**src/rtl/mux_10to1.sv**
```systemverilog
// Registered N_IN-to-1 lane selector with an out-of-range select flag.
// One cycle of latency. Synchronous active-high reset takes priority over the capture enable.
module mux_10to1 #(
  parameter int unsigned N_IN   = 10,
  parameter int unsigned DATA_W = 1,
  parameter int unsigned SEL_W  = 4
) (
  input  logic                     clk,
  input  logic                     rst,
  input  logic                     en,
  input  logic [N_IN*DATA_W-1:0]   In,
  input  logic [SEL_W-1:0]         sel,
  output logic [DATA_W-1:0]        Out,
  output logic                     sel_err
);

  // Reject configurations that cannot be addressed or make no sense as a mux.
  if (N_IN < 2) begin : g_bad_min
    $error("mux_10to1: N_IN must be at least 2");
  end
  if (N_IN > (1 << SEL_W)) begin : g_bad_sel
    $error("mux_10to1: SEL_W too narrow to address N_IN lanes");
  end

  logic [DATA_W-1:0] out_q, out_d;
  logic              sel_err_q, sel_err_d;
  logic [DATA_W-1:0] lane_sel;
  logic              in_range;

  // Per-lane compare: only a code that matches a real lane marks the select as valid.
  always_comb begin
    lane_sel = '0;
    in_range = 1'b0;
    for (int k = 0; k < N_IN; k++) begin
      if (sel == SEL_W'(k)) begin
        lane_sel = In[k*DATA_W +: DATA_W];
        in_range = 1'b1;
      end
    end
  end

  always_comb begin
    out_d     = out_q;
    sel_err_d = sel_err_q;
    if (en) begin
      out_d     = in_range ? lane_sel : '0;
      sel_err_d = ~in_range;
    end
  end

  always_ff @(posedge clk) begin
    if (rst) begin
      out_q     <= '0;
      sel_err_q <= 1'b0;
    end else begin
      out_q     <= out_d;
      sel_err_q <= sel_err_d;
    end
  end

  assign Out     = out_q;
  assign sel_err = sel_err_q;

endmodule

```
**config.mk**
```make
export PLATFORM = sky130hd
export DESIGN_NAME = mux_10to1
export DESIGN_NICKNAME = d
export VERILOG_FILES = /design/src/rtl/mux_10to1.sv
export SDC_FILE = /design/constraint.sdc
export NUM_CORES = 1
export LEC_CHECK = 0
export ABC_AREA = 1
export CAP_MARGIN = 20
export CORE_AREA = 2 2 39 41
export DETAILED_ROUTE_END_ITERATION = 8
export DIE_AREA = 0 0 41 43
export MAX_ROUTING_LAYER = met4
export PLACE_DENSITY = 0.5
export SYNTH_ARGS = -nofsm -noshare
export SYNTH_HDL_FRONTEND = slang
export SYNTH_SLANG_ARGS = --single-unit
```
**constraint.sdc**
```tcl
create_clock -name clk -period 1.98 [get_ports clk]
set_clock_uncertainty 0.15 [all_clocks]
set_input_delay 0.297 -clock clk [delete_from_list [all_inputs] [get_ports clk]]
set_output_delay 0.297 -clock clk [all_outputs]
set_load 0.01 [all_outputs]
```
Yosys cells after proc, flatten, opt, wreduce, memory -nomap -nowiden. Cells that the tools add are included.

Register bits: 2. Output and inout bits: 2.

Equal/unequal tests: 9. Multiplexer cells: 21. Bitwise gates (word level): 1. Reduce and logical (&&, ||, !) cells: 1.

Operators with widths (number): $mux W1 (21); $eq A4 B3 Y1 const B (4); $eq A4 B2 Y1 const B (2); $eq A4 B4 Y1 const B (2); $eq A4 B1 Y1 const B (1); $logic_not A4 Y1 (1); $not A1 Y1 (1).

Depth between registers and ports, before layout.
Depth in word-level cells: 12. Gate-level depth with buffers: 7.

Worst setup path after synthesis. No wires, ideal clock.

Path kind: input-to-reg. From: input sel[2]. To: register out_q (netlist: Out). Setup time: 0.066 ns. Arrival: 0.782 ns. Required time: 1.764 ns. Path slack: 0.982 ns. Stages on the path: 5. Path buffers: 0. Path through: o21ai_0 nand2_1 a21oi_2 nand3_1 a21oi_2.

Word-level cells in the longest chain between the ends: 12. Elaborated cells on any way between the ends: 31. Classes of those cells: eq/ne: 9; mux: 21; reduce/logical: 1.

Ends and longest elaborated chain: start: declaration (RTL line 12) `input logic [SEL_W-1:0] sel,`; $logic_not A4 Y1 (RTL line 35) `if (sel == SEL_W'(k)) begin`; $mux W1 (10 in series) (RTL line 35); $mux W1 * (RTL line 46) `out_d = in_range ? lane_sel : '0;`; end signal: assignment (RTL line 56) `out_q <= out_d;`; end: declaration (RTL line 25) `logic [DATA_W-1:0] out_q, out_d;`.

Every way passes the cells marked *; elsewhere a longest branch is shown, timed or not. A chain may end at the register's enable or synchronous reset.

Worst setup path after layout.
From: register out_q (netlist: Out). To: output Out.

RTL lines: end: declaration (RTL line 13) `output logic [DATA_W-1:0] Out,`.

No word-level cell between the ends.

==> impl_metrics.yaml <==
run_status:
  status: "completed"
synth:
  synth_top_area_frac: 0.281
  yosysUniqueCellTypes: 12
  synthAdderAreaFrac: 0
  synth_mux_area_frac: 0
  ys_warn_count: 0
  synth_top_area_cell: "nand2_1"
  synth-seq-cells: 2
  avgSynthCellArea_um2: 5.56
  synthCells: 36
  netlist_area_um2: 200
  synth_xor_area_frac: 0
  yosysSeqAreaShare: 0.200
  synth_top_family_by_area: "simple AND/OR/NAND/NOR gates"
  yosys.area_share.simple: 0.594
  syn_nets: 53
  synth_compound_area_frac: 0.112
  netlist_top_cells_area: "nand2_1, dfxtp_1, nand3_1, a21oi_2, inv_1"
floorplanning:
  die_w_um: 41
  fp-row-count: 14
  design.die.area_um2: 1760
  fp.coreArea_um2: 1380
  num_io_pins: 19
  die_h_um: 43
  start_util: 0.145
timing:
  hold_viol_final: 0
  period_minus_slack_ns: 1.51
  slew_headroom: 0.861
  fmax_mhz: 661
  rsz0062_at_grt: "false"
  setup_viol: 0
  fin_ws_ns: 0.468
  period_share: 0.764
  worst_pin_slew_ns: 0.207
  timing.setup.tns_ns: 0
  drv_slew: 0
route:
  wl_per_cell_um: 7.47
  first_iter_violations: 3
  viasPerCell: 3.82
  wl_um: 545
  ant_nets: 0
  num_vias: 279
  drc: 0
  drt_pass1_iterations: 2
worst_hold_path:
  hp-start: "Out$_SDFFE_PP0P_"
  hold_class: "flop to flop"
worst_setup_path:
  path_max_fanout: 2
  cp.required_ns: 1.53
  critPathMaxStageDelay_ns: 0.53
  worst-path-buf-inv: 1
  critPathSlowestCell: "clkdlybuf4s50_1"
  r2r_start: "sel_err$_SDFFE_PP0P_"
  cp-startpoint: "Out$_SDFFE_PP0P_"
  endpoint_kind: "output port"
  path_cells: "clkdlybuf4s50_1"
  startpoint_type: "flop"
  cpLargestDelayFamily: "buffers and inverters"
  worstSetupPathType: "flop to output port"
  cp_data_arrival_time_ns: 1.07
clocking:
  root_buffer: "clkbuf_4"
  clk_latency_ns: 0.22
  numClockSinks: 2
  cts_tree: "built"
  ctsHoldBuffers: 0
  post_cts_resize_count: 0
  clkTransAtPathRegs_ns: 0.03
  ctsHtreeMaxLevel: 1
  cts_inserted_buffers: 3
  clockBufferDepth: 2
  cts_setup_buffers: 0
place:
  routabilityCongestion: 0.655
  pre_cts_slack_ns: 0.334
  place_hpwl_um: 449
  placed_cell_area_um2: 400
  io_buffers: 18
global_routing:
  antenna_found_initial: 0
  grt_pass1_vias: 262
  overflow: 0
  track_usage: 0.0809
  grt_max_degree: 7
  grt_pass1_wl_um: 938
power:
  leakagePower_uw: 0.000186
  pwr_density_cell_nw_per_um2: 467
  power_uw: 198
  ir_worst_vdd_mv: 0.0906
finish:
  drive_gt1_frac: 0.140
  seqCellArea_um2: 40.0
  fill_cells: 166
  fin_util: 0.306
  antenna_cells: 0
  fin_nets: 76
  fin_area_um2: 423
  multi_input_area_um2: 141
  area_growth_pct: 111
run:
  maxCapViolCount: 0
## layout by cell type (no fill, tap or decap), drive strengths merged, types with 2 or more instances in the layout
cell | synthesis | final
a21oi | 2 | 2
clkbuf | 0 | 3
clkdlybuf4s50 | 0 | 18
dfxtp | 2 | 2
inv | 5 | 5
nand2 | 16 | 16
nand3 | 5 | 5
nor2 | 3 | 3
## through the flow
step	cells	hold slack, ns
detailed placement	70	0.321
global placement	70	0.316
floorplan	36	0.209
global route	73	0.359
CTS	73	0.326
finish	73	0.325
## area by class of cell
class                           instances  share of cell area
Tap cell                               16              0.0473
Multi-Input combinational cell         29               0.334
Sequential cell                         2              0.0947
Clock buffer                            3              0.0533
Inverter                                5              0.0444
Timing Repair Buffer                   18               0.426
## metal layers
| layer | track usage | vias to the layer above | wire, um |
|---|---|---|---|
| met5 | - | - | 0 |
| met4 | 0.0800 | 0 | 0 |
| met3 | 0.0262 | 0 | 85 |
| met2 | 0.0875 | 16 | 215 |
| met1 | 0.108 | 107 | 244 |
| li1 | - | 156 | - |
## state kept, by name, indices dropped and copies added, names as in the netlist
| signal | count |
|---|---|
| Out | 1 |
| sel_err | 1 |
## synth_stat cells
library cell / count
nand3_1: 4
o21ai_0: 1
dfxtp_1: 2
inv_2: 1
nand2_2: 1
nor2_1: 3
nand3_2: 1
inv_1: 4
nor3b_1: 1
a21oi_2: 2
nand3b_1: 1
nand2_1: 15
## path summary, 6_finish.rpt
path / slack [ns] / to / cells after the start
setup reg to reg: 1.24 / sel_err$_SDFFE_PP0P_ / 2
hold reg to reg: 0.33 / Out$_SDFFE_PP0P_ / 2
hold / removal: 0.33 / Out$_SDFFE_PP0P_ / 2
setup / recovery: 0.47 / Out / 1
## where the power goes
part           internal [uW]  leakage (uW)  total, uW  switching (uW)
registers               43.0     0.0000164       44.0           0.970
clock network           66.8     0.0000138       89.1            22.4
logic                   41.5      0.000156       64.4            22.9
## kinds of logic (layout without fill, tap and decap cells)
| logic type | count (synthesis) | after routing |
|---|---|---|
| simple gates | 26 | 26 |
| flops | 2 | 2 |
| compound gates | 3 | 3 |
| buf+inv | 5 | 26 |
(Power assumes the default switching activity.)
